--- config.mk ---
export PLATFORM = sky130hd
export DESIGN_NAME = cache_refill_arbiter
export DESIGN_NICKNAME = d
export VERILOG_FILES = /design/src/rtl/cache_refill_arbiter.sv
export SDC_FILE = /design/constraint.sdc
export NUM_CORES = 1
export LEC_CHECK = 0
export ABC_AREA = 1
export CAP_MARGIN = 20
export CORE_ASPECT_RATIO = 0.5
export CORE_MARGIN = 10
export CORE_UTILIZATION = 37
export CTS_BUF_LIST = sky130_fd_sc_hd__clkbuf_4
export CTS_CLUSTER_SIZE = 10
export DETAILED_ROUTE_END_ITERATION = 10
export PLACE_DENSITY = 0.92
export REMOVE_ABC_BUFFERS = 1
export SYNTH_ARGS = -nofsm -noshare
export SYNTH_HDL_FRONTEND = slang
export SYNTH_SLANG_ARGS = --single-unit
--- constraint.sdc ---
create_clock -name clk -period 3.35 [get_ports clk]
set_clock_uncertainty 0.1 [all_clocks]
set_input_delay 0.8375 -clock clk [delete_from_list [all_inputs] [get_ports clk]]
set_output_delay 0.8375 -clock clk [all_outputs]
set_load 0.05 [all_outputs]
--- src/rtl/cache_refill_arbiter.sv ---
`default_nettype none
// ============================================================================
// Module      : cache_refill_arbiter
// Description : Round-robin arbiter that shares one external burst-read
//               channel between the icache and dcache refill masters.
//               Grants one requester, forwards its line address, steers the
//               returned beats back to it until the last beat, then hands
//               priority to the other requester.
// Revision    : 1.0 - initial release
// ============================================================================
module cache_refill_arbiter #(
  parameter int ADDR_WIDTH = 32,
  parameter int DATA_WIDTH = 32,
  parameter int BURST_LEN  = 8
) (
  input  logic                  clk,
  input  logic                  rst,

  input  logic [ADDR_WIDTH-1:0] inst_araddr,
  input  logic                  inst_arvalid,
  output logic                  inst_arready,
  output logic [DATA_WIDTH-1:0] inst_rdata,
  output logic                  inst_rvalid,
  output logic                  inst_rlast,
  input  logic                  inst_rready,

  input  logic [ADDR_WIDTH-1:0] data_araddr,
  input  logic                  data_arvalid,
  output logic                  data_arready,
  output logic [DATA_WIDTH-1:0] data_rdata,
  output logic                  data_rvalid,
  output logic                  data_rlast,
  input  logic                  data_rready,

  output logic [ADDR_WIDTH-1:0] m_araddr,
  output logic                  m_arvalid,
  input  logic                  m_arready,
  input  logic [DATA_WIDTH-1:0] m_rdata,
  input  logic                  m_rvalid,
  input  logic                  m_rlast,
  output logic                  m_rready,

  output logic                  grant_data,
  output logic                  busy,
  output logic                  burst_err
);

  localparam int              CNT_W    = $clog2(BURST_LEN) + 1;
  localparam logic [CNT_W-1:0] LAST_IDX = CNT_W'(BURST_LEN - 1);

  typedef enum logic [1:0] {
    IDLE = 2'd0,
    ADDR = 2'd1,
    DATA = 2'd2
  } state_t;

  state_t           state;
  logic             prio_data;
  logic [CNT_W-1:0] beat_cnt;

  logic             pick_data;
  logic             in_addr;
  logic             in_data;
  logic             win_rready;
  logic             beat_hs;

  // Contention goes to the side named by prio_data; a lone request always wins.
  assign pick_data  = data_arvalid & (~inst_arvalid | prio_data);

  assign in_addr    = (state == ADDR);
  assign in_data    = (state == DATA);
  assign busy       = (state != IDLE);

  // Address phase: only the winner sees the downstream acceptance.
  assign m_arvalid    = in_addr;
  assign inst_arready = in_addr & ~grant_data & m_arready;
  assign data_arready = in_addr &  grant_data & m_arready;

  // Data phase: beats are steered to the winner; stray beats outside DATA stay unconsumed.
  assign win_rready  = grant_data ? data_rready : inst_rready;
  assign m_rready    = in_data & win_rready;
  assign beat_hs     = m_rvalid & m_rready;

  assign inst_rvalid = in_data & ~grant_data & m_rvalid;
  assign inst_rlast  = in_data & ~grant_data & m_rlast;
  assign data_rvalid = in_data &  grant_data & m_rvalid;
  assign data_rlast  = in_data &  grant_data & m_rlast;

  assign inst_rdata  = m_rdata;
  assign data_rdata  = m_rdata;

  // Arbitration FSM: grant, address latch, beat counting and sticky length-error flag.
  always_ff @(posedge clk) begin
    if (!rst) begin
      state      <= IDLE;
      prio_data  <= 1'b1;
      beat_cnt   <= '0;
      burst_err  <= 1'b0;
      grant_data <= 1'b0;
      m_araddr   <= '0;
    end else begin
      case (state)
        IDLE: begin
          if (inst_arvalid | data_arvalid) begin
            grant_data <= pick_data;
            m_araddr   <= pick_data ? data_araddr : inst_araddr;
            beat_cnt   <= '0;
            state      <= ADDR;
          end
        end
        ADDR: begin
          if (m_arready) begin
            state <= DATA;
          end
        end
        DATA: begin
          if (beat_hs) begin
            beat_cnt <= beat_cnt + CNT_W'(1);
            if (m_rlast) begin
              state     <= IDLE;
              prio_data <= ~grant_data;
              if (beat_cnt != LAST_IDX) begin
                burst_err <= 1'b1;
              end
            end else if (beat_cnt == LAST_IDX) begin
              // Downstream ran past the expected line length without rlast.
              burst_err <= 1'b1;
            end
          end
        end
        default: state <= IDLE;
      endcase
    end
  end

endmodule
`default_nettype wire

# After elaboration in Yosys (flattened, before gate mapping)
# Index checks and enable logic that the tools add are counted.
# Widths: inputs -> output; s select.
[op_classes]
mux = 13
add_sub_neg = 1
n_reduce_logical = 9
n_bitwise = 17
n_eq_ne = 9
[ops]
columns = ["op", "n"]
rows = [
  ["$mux 32", 1],
  ["$and 1x1->1", 13],
  ["$mux 2", 4],
  ["$mux 4", 2],
  ["$pmux 4 s2", 1],
  ["$reduce_and 4->1", 2],
  ["$ne 2x2->1 const B", 3],
  ["$pmux 2 s3", 1],
  ["$reduce_and 3->1", 2],
  ["$reduce_bool 2->1", 3],
  ["$add 4x1->4 const B", 1],
  ["$eq 4x3->1 const B", 1],
  ["$mux 1", 4],
  ["$ne 2x1->1 const B", 2],
  ["$ne 4x3->1 const B", 1],
  ["$eq 2x1->1 const B", 1],
  ["$eq 2x2->1 const B", 1],
  ["$logic_not 2->1", 1],
  ["$not 1->1", 2],
  ["$or 1x1->1", 2],
  ["$reduce_and 2->1", 1],
]
[totals]
output_inout_bits = 107
elab_cells = 55
regBits = 41
input_bits = 105

# Depth between registers and ports, before layout
# Gate-level depths: netlist (run 1).
[depth]
ltp_word = 5
ltp_mapped = 9
mapped_depth_nobuf = 8

# Least setup slack after synthesis (run 1)
# Ideal clock, no wire load.
[synth_timing]
kind = "flip-flop to output port"
start = "reg grant_data"
end = "out data_rlast"
n_path_buf = 0
path_stages_with_launch = 3
t_arrival_ns = 2.010
path_slack_ns = 0.402
required_time_ns = 2.413
cell_sequence = "dfxtp_1 inv_1 nor3_1"
[synth_between]
elab_chain_cells = 2
[synth_rtl]
columns = ["element", "line", "source"]
rows = [
  ["start: declaration", "43", "output logic grant_data,"],
  ["start signal: assignment", "105", "grant_data <= pick_data;"],
  ["$and 1x1->1 (2 in a row)", "87", "assign data_rlast = in_data & grant_data & m_rlast;"],
  ["end: declaration", "32", "output logic data_rlast,"],
]
# No other way between the ends.

# Worst setup path after layout (run 1)
[layout_timing]
start = "in m_rlast"
end = "out data_rlast"
[layout_between]
elab_chain_cells = 1
[layout_rtl]
columns = ["element", "line", "source"]
rows = [
  ["start: declaration", "40", "input logic m_rlast,"],
  ["$and 1x1->1", "87", ""],
]
# No other way between the ends.

==> metrics.txt, run 1 <==
count of buffers inserted at the top-level ports=115; pre-CTS setup slack=0.4352 ns; post-route worst setup slack=0.4245 ns; status=finished clean; total wire length after detailed routing=10320 um; leakage power=1.709 nW; GRT Max-Usage Layer=met2; required time at the endpoint of the critical path=2.41 ns; layout overhead on the synthesized area=32.69%; average detailed-routed wire length per instance=18.33 um; combined area of the multi-input logic cells=1066 sq um; post-route design area=3510 sq um; setup bufs post-CTS=0; summed instance area of the synthesized netlist=2645 sq um; startpoint class of the critical path=input pin; post-route setup TNS=0 ns; unrepaired setup endpoints after global routing=no; Power Density=521.1 nW/um^2; Worst EP arrival=1.99 ns; Core ar.=6805 sq um; post-detailed-route via-to-cell ratio=4.639; tightest slew margin relative to the limit=33.03%; fraction of layout instances using a drive strength above 1=5.308%; routability cong.=0.7790; portion of the post-synthesis area used by sequential elements=31.03%; TritonCTS clock tree=built; diodes inserted=0; flip-flop and latch count after synthesis=41; worst-case reg-to-reg path depth=6; count of final hold-check violations=0; Synthesis Warnings=0; grt met3 use=16.09%; instance area at placement=3455 sq um; minimum setup slack among reg-to-reg paths=1.66 ns; hold_buf cts=0; hold crit path type=reg -> reg; critical setup path kind=in -> out; vias after detailed routing=2612; highest clock frequency the design can meet=341.8 MHz; type of destination of the critical path=output port; number of max-slew violations in the final report=0; vias in the first global route=2424; width of the die=139.6 um; crit share post-route=87.33%; CTS Root Cell=clkbuf_4; Congestion Overflow GR=0; total number of placement rows=21; CTS HTree Levels=2; clock insertion delay at the later pin of the skew report=0.34 ns; library cells used by synthesis=21; number of iterations in the first detailed-routing pass=4; post-route total power=0.001829 W; largest fanout on the critical path=4; post-detailed-route count of antenna-violating nets=0; count of maximum capacitance violations=0; met2 layer usage reported by global route=24.25%; number of instances resized during post-cts repair=0; gr usage total=17.31%; number of DRC violations after detailed routing=0; clock transition at the registers of the reported paths=0.13 ns; syn_area_per_cell=6.209 sq um; I/O pins=212; first-pass GRT wire length=14630 um; Max IR drop VDD=0.1815 mV; overall die area=11140 sq um; vertical die dimension=79.79 um; Fillers=648; antenna violations before repair=0; met1 usage in global routing=18.24%; Tightest Pin Transition=1.003 ns; CTS max path bufs=2; clock period minus worst slack=2.926 ns; number of nets in the final layout=576; r2r endpoint=m_araddr[11]$_SDFFE_PN0P_; FF-to-FF Start=prio_data$_SDFFE_PN1P_; pin count of the biggest net entering global routing=65; timing endpoint of the critical path=data_rlast; # setup viols final=0; initial cell density of the core=38.87%; half-perimeter wire length after placement=8285 um; Iter 0 DRT Violations=99; synthesized instance count=426; FF/Latch Area=820.8 sq um; TritonCTS buffer count=5; Sink Count=41; beginning of the critical path=m_rlast
[flip-flops by register name, summed over array words and instances, names as in the netlist]
register and flops:
beat_cnt 4, grant_data 1, state 2, prio_data 1, burst_err 1, m_araddr 32
[worst max-delay path, cell delays in order]
cell and delay (ns):
clkdlybuf4s50_1 0.53, inv_1 0.10, nor3_1 0.33, buf_12 0.19
[layer usage]
metal	share of wire, %	wire (um)
met1	40	4165
met2	40	4178
met4	1.4	142
met3	17	1777
met5	0.53	55
[layout by cell type (no fill, tap or decap), drive strengths merged, types with 4 or more instances in the layout]
cell and count:
dfxtp 41, nor3 4, clkdlybuf4s50 108, buf 10
nand2 118, nand3 41, nor2 78, inv 49
clkbuf 6, a21oi 7
[cells by family (layout without fill, tap and decap cells)]
kind of cell,after synthesis,in the layout,synth area share [%]
compound gates,9,9,1.845
fa+ha+maj,1,1,0.4730
buf+inv,130,175,28.86
flops,41,41,31.03
simple gates,245,245,37.80
[stage by stage]
stage	utilization [%]	std cells	hold WS, ns
2_1_floorplan	-	345	0.3621
3_3_place_gp	50.76	555	0.3621
3_5_place_dp	50.76	555	0.3657
4_1_cts	51.57	563	0.3976
5_1_grt	51.57	563	0.4219
6_report	51.57	563	0.3890
[how the worst min path moves through the flow]
stage	start	end	slack (ns)	cells after the start
6_report	burst_err$_SDFFE_PN0P_	burst_err$_SDFFE_PN0P_	0.39	2
5_1_grt	burst_err$_SDFFE_PN0P_	burst_err$_SDFFE_PN0P_	0.42	2
4_1_cts	burst_err$_SDFFE_PN0P_	burst_err$_SDFFE_PN0P_	0.40	2
3_5_place_dp	burst_err$_SDFFE_PN0P_	burst_err$_SDFFE_PN0P_	0.37	2
3_3_place_gp	burst_err$_SDFFE_PN0P_	burst_err$_SDFFE_PN0P_	0.36	2
2_1_floorplan	beat_cnt[0]$_SDFFE_PN0P_	beat_cnt[0]$_SDFFE_PN0P_	0.36	1
[cell usage after synthesis]
cell	number	area, sq um
nand4_1	3	18.77
o21ai_2	1	8.760
nand3b_1	1	7.510
dfxtp_1	41	820.8
o21ai_0	1	5.000
nor3_1	4	20.02
nand2_1	117	439.2
buf_1	1	3.750
nand2_2	1	6.260
buf_2	4	20.02
nand3_2	1	10.01
clkbuf_1	6	22.52
nor2_1	76	285.3
nor2_2	2	12.51
nand3_1	40	200.2
ha_1	1	12.51
inv_2	2	7.510
a21oi_1	7	35.03
buf_6	2	22.52
inv_1	47	176.4
buf_4	68	510.5
[final cells by class]
class                   count  area share [%]
clock buffers               6           1.283
clock inverters             2          0.2852
inverters                  49           5.241
multi-input cells         255           30.37
flip-flops and latches     41           23.39
well taps                  92           3.280
repair buffers            118           36.15
[power by group]
| group | total, W | switching (W) | internal, W |
|---|---|---|---|
| Combinational | 0.000962 | 0.000608 | 0.000354 |
| Clock | 0.000249 | 0.000161 | 0.0000884 |
| Sequential | 0.000617 | 0.0000449 | 0.000572 |
(Power assumes the default switching activity.)
==> run 2: changes to the inputs <==
CAP_MARGIN = 5   (was 20)
==> results of run 2 <==
Final layout, timing and power as in run 1 (identical DEF).
==> run 3: changes to the inputs <==
RECOVER_POWER = 50   (was unset)
SLEW_MARGIN = 20   (was unset)
==> run 3 against run 2 <==
  * Die area stayed put
  * Largest power group unchanged
  * First-iteration DRC count shrank 1.0%
  * Cell area shrank 0.32%
  * Worst setup slack lost 0.0048 ns
  * Hold slack is essentially flat
  * Power fell by 0.31%
  * Sequential share of layout area is 0.075 points higher
  * Clock power is essentially flat
  * Routed wire length decreased by 0.19%
  * Fmax down 0.16%
  * Critical path type unchanged
  * Largest cell class unchanged
  * Core utilization down 0.17 points
==> metrics.txt, run 3 (synthesis results as in run 1) <==
FF/Latch Area=820.8 sq um; CTS max path bufs=2; diodes inserted=0; gr usage total=17.31%; largest fanout on the critical path=4; Congestion Overflow GR=0; TritonCTS buffer count=5; count of final hold-check violations=0; status=finished clean; setup bufs post-CTS=0; number of DRC violations after detailed routing=0; width of the die=139.6 um; met1 wire length=4160 um; commonest cells after routing, fill and taps aside=118 x nand2_1, 106 x clkdlybuf4s50_1, 76 x nor2_1; number of instances resized during post-cts repair=0; overall die area=11140 sq um; hold_buf cts=0; pin count of the biggest net entering global routing=65; antenna violations before repair=0; register ranked first by flip-flop count=m_araddr; vertical die dimension=79.79 um; clock period minus worst slack=2.930 ns; post-route worst setup slack=0.4197 ns; count of maximum capacitance violations=0; Iter 0 DRT Violations=98; number of nets in the final layout=576; Max IR drop VDD=0.1813 mV; half-perimeter wire length after placement=8285 um; number of max-slew violations in the final report=0; vias in the first global route=2424; # setup viols final=0; layout overhead on the synthesized area=32.26%; Sink Count=41; TritonCTS clock tree=built; routed wire length on met2=4157 um; Core ar.=6805 sq um; routability cong.=0.7790; average detailed-routed wire length per instance=18.29 um; total number of placement rows=21; CTS Root Cell=clkbuf_4; post-detailed-route via-to-cell ratio=4.588; type of destination of the critical path=output port; initial cell density of the core=38.87%; total met3 wirelength after detailed routing=1769 um; first-pass GRT wire length=14630 um; required time at the endpoint of the critical path=2.41 ns; combined area of the multi-input logic cells=1055 sq um; I/O pins=212; clock insertion delay at the later pin of the skew report=0.34 ns; tightest slew margin relative to the limit=32.46%; hold crit path type=reg -> reg; post-detailed-route count of antenna-violating nets=0; uppermost routed layer=met5; Largest register FFs=32; commonest non-fill, non-tap cell in the layout=nand2_1; critical setup path kind=in -> out; Fillers=651; Worst EP arrival=1.99 ns; largest registers=m_araddr x32, beat_cnt x4, state x2; post-route setup TNS=0 ns; fraction of layout instances using a drive strength above 1=4.459%; total wire length after detailed routing=10300 um; CTS HTree Levels=2; leakage power=1.709 nW; startpoint class of the critical path=input pin; Power Density=521.1 nW/um^2; number of iterations in the first detailed-routing pass=6; crit share post-route=87.47%; unrepaired setup endpoints after global routing=no; minimum setup slack among reg-to-reg paths=1.62 ns; highest clock frequency the design can meet=341.3 MHz; count of buffers inserted at the top-level ports=115; pre-CTS setup slack=0.4352 ns; vias after detailed routing=2583; clock transition at the registers of the reported paths=0.13 ns; Tightest Pin Transition=1.012 ns
-- run 3: cell types whose count changed in the layout (fill, tap and decap cells not counted), sizes merged --
| cell | change |
|---|---|
| clkdlybuf4s50 | -2 |
| dlygate4sd3 | +2 |
-- run 3: final cells by class --
| cell class | instances | share of cell area (%) |
|---|---|---|
| clock buffers | 6 | 1.288 |
| clock inverters | 2 | 0.2861 |
| inverters | 49 | 5.257 |
| multi-input cells | 255 | 30.15 |
| flip-flops and latches | 41 | 23.46 |
| well taps | 92 | 3.290 |
| repair buffers | 118 | 36.27 |
-- run 3: power by group --
| part | switching [W] | internal, W |
|---|---|---|
| combinational | 0.000607 | 0.000352 |
| clock | 0.000159 | 0.0000883 |
| sequential | 0.0000447 | 0.000572 |
| total | 0.000811 | 0.00101 |
-- run 3: worst max-delay path, stage by stage --
cell	delay (ns)
clkdlybuf4s50_1	0.54
inv_1	0.10
nor3_1	0.33
buf_12	0.19
-- run 3: path summary, 6_finish.rpt --
path              cells after the start                       end                   start
setup / recovery                      4                data_rlast                 m_rlast
hold / removal                        2    burst_err$_SDFFE_PN0P_  burst_err$_SDFFE_PN0P_
setup reg to reg                      6  m_araddr[0]$_SDFFE_PN0P_  prio_data$_SDFFE_PN1P_
hold reg to reg                       2    burst_err$_SDFFE_PN0P_  burst_err$_SDFFE_PN0P_
-- run 3: stage by stage --
stage / power [W] / area, sq um / util [%] / hold slack [ns] / cells
after CTS: 0.001851 / 3510 / 51.57 / 0.3976 / 563
after global placement: 0.001580 / 3455 / 50.76 / 0.3621 / 555
after detailed placement: 0.001595 / 3455 / 50.76 / 0.3657 / 555
final: 0.001823 / 3498 / 51.41 / 0.3893 / 563
after global routing: 0.001945 / 3498 / 51.41 / 0.4219 / 563
after floorplan: 0.001225 / 2066 / - / 0.3621 / 345
-- run 3: layer usage --
metal	vias up	GRT usage [%]
met5	-	4.825
met4	2	4.406
met3	12	16.09
met2	132	24.25
met1	1135	18.24
li1	1302	-
